`config.mk`:
```
export PLATFORM = sky130hd
export DESIGN_NAME = fifo_hs
export DESIGN_NICKNAME = d
export VERILOG_FILES = /design/src/rtl/fifo_hs.sv
export SDC_FILE = /design/constraint.sdc
export NUM_CORES = 1
export LEC_CHECK = 0
export ABC_AREA = 1
export BUFFER_PORTS_ARGS = -buffer_cell sky130_fd_sc_hd__buf_2
export CAP_MARGIN = 20
export CELL_PAD_IN_SITES_DETAIL_PLACEMENT = 1
export CELL_PAD_IN_SITES_GLOBAL_PLACEMENT = 1
export CORE_ASPECT_RATIO = 1.2
export CORE_UTILIZATION = 41
export CTS_CLUSTER_DIAMETER = 100
export DETAILED_ROUTE_END_ITERATION = 10
export GPL_TIMING_DRIVEN = 0
export PLACE_DENSITY_LB_ADDON = 0.1
export SYNTH_ARGS = -nofsm -noshare
export SYNTH_HDL_FRONTEND = slang
export SYNTH_SLANG_ARGS = --single-unit
```
`constraint.sdc`:
```
create_clock -name clk -period 3.7 [get_ports clk]
set_input_delay 0.37 -clock clk [delete_from_list [all_inputs] [get_ports clk]]
set_output_delay 0.37 -clock clk [all_outputs]
set_load 0.03 [all_outputs]
```
`src/rtl/fifo_hs.sv`:
```
// fifo_hs: parametrised valid/ready FIFO. Any DEPTH >= 1, optional output flop,
// synchronous flush, occupancy level, almost-full/empty flags, high-water mark.
//
// Ports:
//   clk, rst                 clock, async active-high reset
//   in_val/in_dat/in_rdy     write side handshake (in_rdy = !full)
//   out_val/out_dat/out_rdy  read side handshake (head entry)
//   flush                    synchronous clear of all contents
//   level, afull, aempty     occupancy and threshold flags
//   hwm                      max level since reset or last flush
module fifo_hs #(
    parameter int WIDTH   = 4,
    parameter int DEPTH   = 2,
    parameter int AF_LVL  = DEPTH - 1,
    parameter int AE_LVL  = 1,
    parameter int OUT_REG = 0,
    parameter int LW      = $clog2(DEPTH + 1)
) (
    input  logic             clk,
    input  logic             rst,
    input  logic             in_val,
    input  logic [WIDTH-1:0] in_dat,
    output logic             in_rdy,
    output logic             out_val,
    output logic [WIDTH-1:0] out_dat,
    input  logic             out_rdy,
    input  logic             flush,
    output logic [LW-1:0]    level,
    output logic             afull,
    output logic             aempty,
    output logic [LW-1:0]    hwm
);

    // With an output flop, one entry lives outside the array.
    localparam int ND = (OUT_REG != 0) ? DEPTH - 1 : DEPTH;
    localparam int PW = (ND > 1) ? $clog2(ND) : 1;
    localparam logic [PW-1:0] PMAX = PW'(ND - 1);

    logic [WIDTH-1:0] mem [ND];
    logic [PW-1:0]    wptr_q;
    logic [PW-1:0]    rptr_q;
    logic [LW-1:0]    level_q;
    logic [LW-1:0]    level_d;
    logic [LW-1:0]    hwm_q;
    logic             push;
    logic             pop;
    logic             arr_push;
    logic             arr_pop;

    function automatic logic [PW-1:0] nxt(input logic [PW-1:0] p);
        return (p == PMAX) ? '0 : p + PW'(1);
    endfunction

    assign in_rdy = (level_q != LW'(DEPTH));
    assign push   = in_val & in_rdy;
    assign pop    = out_val & out_rdy;
    assign level  = level_q;
    assign hwm    = hwm_q;
    assign afull  = (int'(level_q) >= AF_LVL);
    assign aempty = (int'(level_q) <= AE_LVL);

    always_comb begin
        level_d = level_q;
        unique case ({push, pop})
            2'b10:   level_d = level_q + LW'(1);
            2'b01:   level_d = level_q - LW'(1);
            default: level_d = level_q;
        endcase
    end

    always_ff @(posedge clk or posedge rst) begin
        if (rst) begin
            level_q <= '0;
            hwm_q   <= '0;
            wptr_q  <= '0;
            rptr_q  <= '0;
        end else if (flush) begin
            level_q <= '0;
            hwm_q   <= '0;
            wptr_q  <= '0;
            rptr_q  <= '0;
        end else begin
            level_q <= level_d;
            if (level_d > hwm_q)
                hwm_q <= level_d;
            if (arr_push)
                wptr_q <= nxt(wptr_q);
            if (arr_pop)
                rptr_q <= nxt(rptr_q);
        end
    end

    // Storage needs no reset; pointers and level define what is valid.
    always_ff @(posedge clk) begin
        if (arr_push && !flush)
            mem[wptr_q] <= in_dat;
    end

    generate
        if (OUT_REG != 0) begin : g_oreg
            logic             ov_q;
            logic [WIDTH-1:0] od_q;
            logic             load;
            logic             arr_empty;

            assign arr_empty = (level_q == LW'(ov_q));
            assign load      = !ov_q | out_rdy;
            assign arr_pop   = load & !arr_empty;
            // Bypass the array when it is empty and the flop can take data.
            assign arr_push  = push & !(load & arr_empty);
            assign out_val   = ov_q;
            assign out_dat   = od_q;

            always_ff @(posedge clk or posedge rst) begin
                if (rst) begin
                    ov_q <= 1'b0;
                    od_q <= '0;
                end else if (flush) begin
                    ov_q <= 1'b0;
                end else if (load) begin
                    if (!arr_empty) begin
                        ov_q <= 1'b1;
                        od_q <= mem[rptr_q];
                    end else if (push) begin
                        ov_q <= 1'b1;
                        od_q <= in_dat;
                    end else begin
                        ov_q <= 1'b0;
                    end
                end
            end
        end else begin : g_comb
            logic [WIDTH-1:0] last_q;

            assign arr_push = push;
            assign arr_pop  = pop;
            assign out_val  = (level_q != '0);
            // When empty, present the last word read instead of stale storage.
            assign out_dat  = out_val ? mem[rptr_q] : last_q;

            always_ff @(posedge clk or posedge rst) begin
                if (rst)
                    last_q <= '0;
                else if (pop && !flush)
                    last_q <= mem[rptr_q];
            end
        end
    endgenerate

endmodule
```
# Word level (Yosys, flattened, before mapping)
# Memory sizes are Yosys's and may differ from the RTL's.
# Cells that the tools add are included.
[classes] addsub=4 magnitude_cmp=3 eq_ne=3 n_mux=13 bitwise_logic=2 n_reduce_logical=7
[op_table] cell="$mux 1" count=8
[op_table] cell="$reduce_bool 2->1" count=4
[op_table] cell="$mux 2" count=3
[op_table] cell="$mux 4" count=1
[op_table] cell="$pmux 2 s2" count=1
[op_table] cell="$add 1x1->1 const B" count=2
[op_table] cell="$add 2x1->2 const B" count=1
[op_table] cell="$and 1x1->1" count=2
[op_table] cell="$eq 2x1->1 const B" count=1
[op_table] cell="$eq 2x2->1 const B" count=1
[op_table] cell="$ge 2x1->1 const B" count=1
[op_table] cell="$gt 2x2->1" count=1
[op_table] cell="$le 2x1->1 const B" count=1
[op_table] cell="$logic_and 1x1->1" count=2
[op_table] cell="$ne 2x2->1 const B" count=1
[op_table] cell="$sub 2x1->2 const B" count=1
[op_table] cell="$logic_not 1->1" count=1
[totals] reg_bits=10 mem_bits_rw=8 input_bits=9 memories=1
[mem_list] name="mem" depth=2 width=4 rd=1 rd_ports_with_merged_regs=0 wr=1 line_no="39" text="logic [WIDTH-1:0] mem [ND];"

# Longest topological paths before layout
[depth] word_depth=7 depth_mapped=16 ltp_nobuf=16

# Least setup slack after synthesis
# No wires, ideal clock.
[synth_path] path_type="register to register" start="reg level_q[0], in the netlist level[0]" end="reg hwm_q[0], in the netlist hwm[0]" setup_time_ps=117 arrival_time_ps=2238 required_time_ps=3583 path_slack_ps=1344 stages_incl_launch_ff=17 n_path_buf=0 synth_period_minus_slack_ps=2356 path_cell_list="dfrtp_1 inv_1 ha_1 inv_1 nand2_1 nand2_1 nand2_1 nand2_1 nand2_1 ha_1 inv_1 o21ai_0 nand2_1 nand2_1 inv_1 nand2_1 nand2_1"
[synth_between] elab_chain_cells=6
[synth_rtl] item="start, declared" line_no="42" text="logic [LW-1:0] level_q;"
[synth_rtl] item="start signal, assigned" line_no="83" text="level_q <= level_d;"
[synth_rtl] item="$ne 2x2->1 *" line_no="54" text="assign in_rdy = (level_q != LW'(DEPTH));"
[synth_rtl] item="via in_rdy" line_no="23" text="output logic in_rdy,"
[synth_rtl] item="$and 1x1->1 *" line_no="55" text="assign push = in_val & in_rdy;"
[synth_rtl] item="$eq 2x1->1 or $eq 2x2->1 (tied branches)" line_no="64" text="unique case ({push, pop})"
[synth_rtl] item="$pmux 2 s2 *" line_no="64"
[synth_rtl] item="$gt 2x2->1 or $mux 2 (tied branches)" line_no="84" text="if (level_d > hwm_q)"
[synth_rtl] item="$reduce_bool 2->1 (no line) or $mux 2 (tied branches)"
[synth_rtl] item="end signal, assigned" line_no="85" text="hwm_q <= level_d;"
[synth_rtl] item="end, declared" line_no="44" text="logic [LW-1:0] hwm_q;"
# The timed path passes the listed nets; every way through them passes the cells marked *. The select of a mux whose other input is x is not followed.
# A chain may end at the register's enable or synchronous reset.

# Final worst setup path
[layout_path] start="reg level_q[0], in the netlist level[0]" end="reg hwm_q[1], in the netlist hwm[1]"
[layout_between] elab_chain_cells=6
[layout_rtl] item="$ne 2x2->1 or $reduce_bool 2->1 (tied branches)" line_no="54, 137"
[layout_rtl] item="$and 1x1->1, on equally long branches" line_no="55, 56"
[layout_rtl] item="$eq 2x1->1 or $eq 2x2->1 (tied branches)" line_no="64"
[layout_rtl] item="$pmux 2 s2 *" line_no="64"
[layout_rtl] item="$gt 2x2->1 or $mux 2 (tied branches)" line_no="84"
[layout_rtl] item="$reduce_bool 2->1 (no line) or $mux 2 (tied branches)"
# Mark *: on every way between the ends. The rest lies on a longest branch, timed or not. The select of a mux whose other input is x is not followed.

==> results.py <==
metrics = {
    "place": {
        "routabilityCongestion": 0.702,
        "dp_hpwl_mm": 1.43,
        "portBuffers": 20,
    },
    "power_and_ir_drop": {
        "finalPower_uw": 852,
        "irDropWorstVdd_uv": 422,
        "netSwitchingPower_uw": 414,
        "seq_power_share_pct": 33.2,
        "p_leak_nw": 0.571,
        "pwr-share-clk_pct": 11.7,
        "power_frac_comb_pct": 55.1,
        "power.density_nw_per_um2": 791,
        "p_int_uw": 438,
        "sw_frac_of_total_pct": 48.5,
    },
    "setup_path": {
        "crit_fanout": 4,
        "crit_family": "simple AND/OR/NAND/NOR gates",
        "endpoint_kind": "flip-flop",
        "crit_arrival_ps": 2470,
        "cp_slowest_cell": "dfrtp_1",
        "cp-start-kind": "flip-flop",
        "crit_required_ps": 3880,
        "critPathMaxStageDelay_ps": 400,
        "cp_num_buf_inv": 3,
        "path_class": "flip-flop to flip-flop",
        "cp_common_cell": "nand2_1",
        "cp_cell_sequence": "inv_1, ha_1, nor2_1, nand2_2, nand3_1, nand2_1, ha_1, inv_1, o21ai_0, nand2_1, nand2_1, inv_1, nand2_1, nand2_1",
    },
    "clocking": {
        "ctsHoldBuffers": 0,
        "cts_tree": "built",
        "cts_buffer_depth": 2,
        "htreeDepth": 1,
        "path_clk_slew_ps": 100,
        "numCtsBuffers": 3,
        "ctsRootBufferMaster": "clkbuf_4",
        "cts_resized": 0,
        "post_cts_buffers": 0,
        "cts_sinks": 18,
        "clk_latency_ps": 290,
    },
    "global_route": {
        "grt.overflow.total": 0,
        "grt_pass1_vias": 692,
        "grt_max_degree": 11,
        "grt_usage_pct": 17.0,
        "grt_antenna_before_repair": 0,
        "grt_pass1_wl_mm": 2.90,
    },
    "routing": {
        "dr.pass1.iters": 3,
        "drt_iter0_drc": 7,
        "drtAntennaViolNets": 0,
        "viasPerCell": 4.57,
        "wirelength_mm": 1.74,
        "vias": 740,
        "route.met3.wl_um": 57,
        "top_layer": "met4",
        "wl_per_cell_um": 10.7,
        "met2_length_um": 879,
        "m1WireLength_um": 789,
        "drc_errors": 0,
    },
    "timing": {
        "finClkSkew_ps": 11.5,
        "hold_viol": 0,
        "min_period_ps": 2290,
        "rsz0062_at_grt": "no",
        "tightest_slew_ps": 387,
        "fin_tns_setup_ps": 0,
        "finalSetupViolations": 0,
        "drv_slew": 0,
        "finalCritPeriodShare_pct": 61.8,
        "relSlewSlack_pct": 74.2,
        "max_freq_mhz": 438,
    },
    "synth": {
        "muxShareOfSynthArea_pct": 0,
        "synthAdderAreaFrac_pct": 8.22,
        "synth_compound_area_share_pct": 7.26,
        "syn-mean-instance-area_um2": 8.46,
        "synth_warnings": 0,
        "synth_largest_area_cell": "dfrtp_1",
        "synth-seq-area-share_pct": 53.7,
        "syn_area_um2": 913,
        "ys_ff_latch": 18,
        "synth_top_cells_by_area": "dfrtp_1 (27%), edfxtp_1 (26%), nand2_1 (16%)",
        "syn_inst": 108,
        "synth_top_family_by_area": "simple AND/OR/NAND/NOR gates",
        "yosys.area_share.simple_pct": 22.6,
        "netlist-cell-type-count": 14,
        "synth_top_area_share_pct": 27.4,
        "yosys.area_share.xor_xnor_pct": 0,
        "synth_fp_nets": 123,
    },
    "cells_and_area": {
        "finalNetCount": 148,
        "drive_gt1_share_pct": 21.2,
        "diodes": 0,
        "area_growth_pct": 17.9,
    },
    "die": {
        "fp.coreArea_um2": 2070,
        "num_rows": 18,
        "die-area_um2": 2420,
        "start_util_pct": 44.1,
        "io-pin-count": 21,
        "die_y_um": 53.7,
        "die_w_um": 45.1,
    },
    "worst_hold_path": {
        "holdCritPathClass": "primary input to asynchronous set/reset pin",
    },
    "flow_run": {
        "maxCapViolCount": 0,
    },
    "outcome": {
        "status": "completed",
    },
}
## per-layer routing
metal	global-route usage (%)	vias to the layer above
met4	7.58	0
li1	-	385
met3	3.02	2
met5	0	-
met2	29.2	17
met1	20.6	336
## final timing paths
path                       startpoint          endpoint  slack, ps  cells past startpoint
setup reg to reg             level[0]            hwm[1]       1410                     14
hold / removal                    rst  g_comb.last_q[2]         30                      2
setup / recovery             level[0]            hwm[1]       1410                     14
max in group asynchronous         rst            hwm[0]       3380                      2
hold reg to reg                wptr_q            wptr_q        510                      1
min in group clk            in_dat[2]         mem[1][2]        260                      1
## placed cells by master, fill, tap and decap left out
| cell type | n |
|---|---|
| nand2_1 | 38 |
| buf_2 | 20 |
| inv_1 | 19 |
| o21ai_0 | 10 |
| dfrtp_1 | 10 |
| edfxtp_1 | 8 |
| ha_1 | 6 |
| nor2_1 | 5 |
| nand3_1 | 4 |
| clkbuf_4 | 3 |
| nand2_2 | 2 |
| a21oi_1 | 2 |
| inv_2 | 1 |
| nor2_2 | 1 |
| or2_2 | 1 |
| o22ai_1 | 1 |
| clkbuf_1 | 1 |
## cell families after synthesis
family,Yosys count
AO/OA/AOI/OAI,13
adder cells (fa/ha/maj),6
flip-flops,18
AND/OR/NAND/NOR,51
buffers and inverters,20
## sequential cells by signal, indices dropped and copies added, names as in the netlist
| register | flops |
|---|---|
| hwm | 2 |
| g_comb.last_q | 4 |
| mem | 8 |
| rptr_q | 1 |
| wptr_q | 1 |
| level | 2 |
## cell usage after synthesis, drive strengths merged
cell type / count
inv: 20
ha: 6
nand2: 40
nand3: 4
o22ai: 1
a21oi: 2
nor2: 6
or2: 1
edfxtp: 8
o21ai: 10
dfrtp: 10
## power groups by stage
stage / clock (mW) / sequential (mW) / combinational [mW]
after detailed placement: 0 / 0.288 / 0.473
final: 0.100 / 0.283 / 0.469
after floorplan: 0 / 0.311 / 0.324
after CTS: 0.104 / 0.284 / 0.477
after global routing: 0.113 / 0.290 / 0.527
after global placement: 0 / 0.286 / 0.451
## layout make-up
type / count / area (µm²)
inverter: 20 / 75.1
timing repair buffer: 20 / 100
clock buffer: 4 / 26.3
sequential: 18 / 490
multi-input combinational: 70 / 348
fill: 281 / 995
tap: 30 / 37.5
## through the flow
step | worst slack, ps | hold WS (ps) | std cells | cell area [µm²] | utilization, %
floorplan | 1340 | 210 | 108 | 913 | -
global placement | 1560 | 379 | 158 | 1050 | 50.7
detailed placement | 1440 | 372 | 158 | 1050 | 50.7
CTS | 1410 | 41.5 | 162 | 1080 | 52.0
global route | 1220 | 67.3 | 162 | 1080 | 52.0
finish | 1410 | 30.6 | 162 | 1080 | 52.0
No activity file was read; power rests on OpenSTA's default activity.
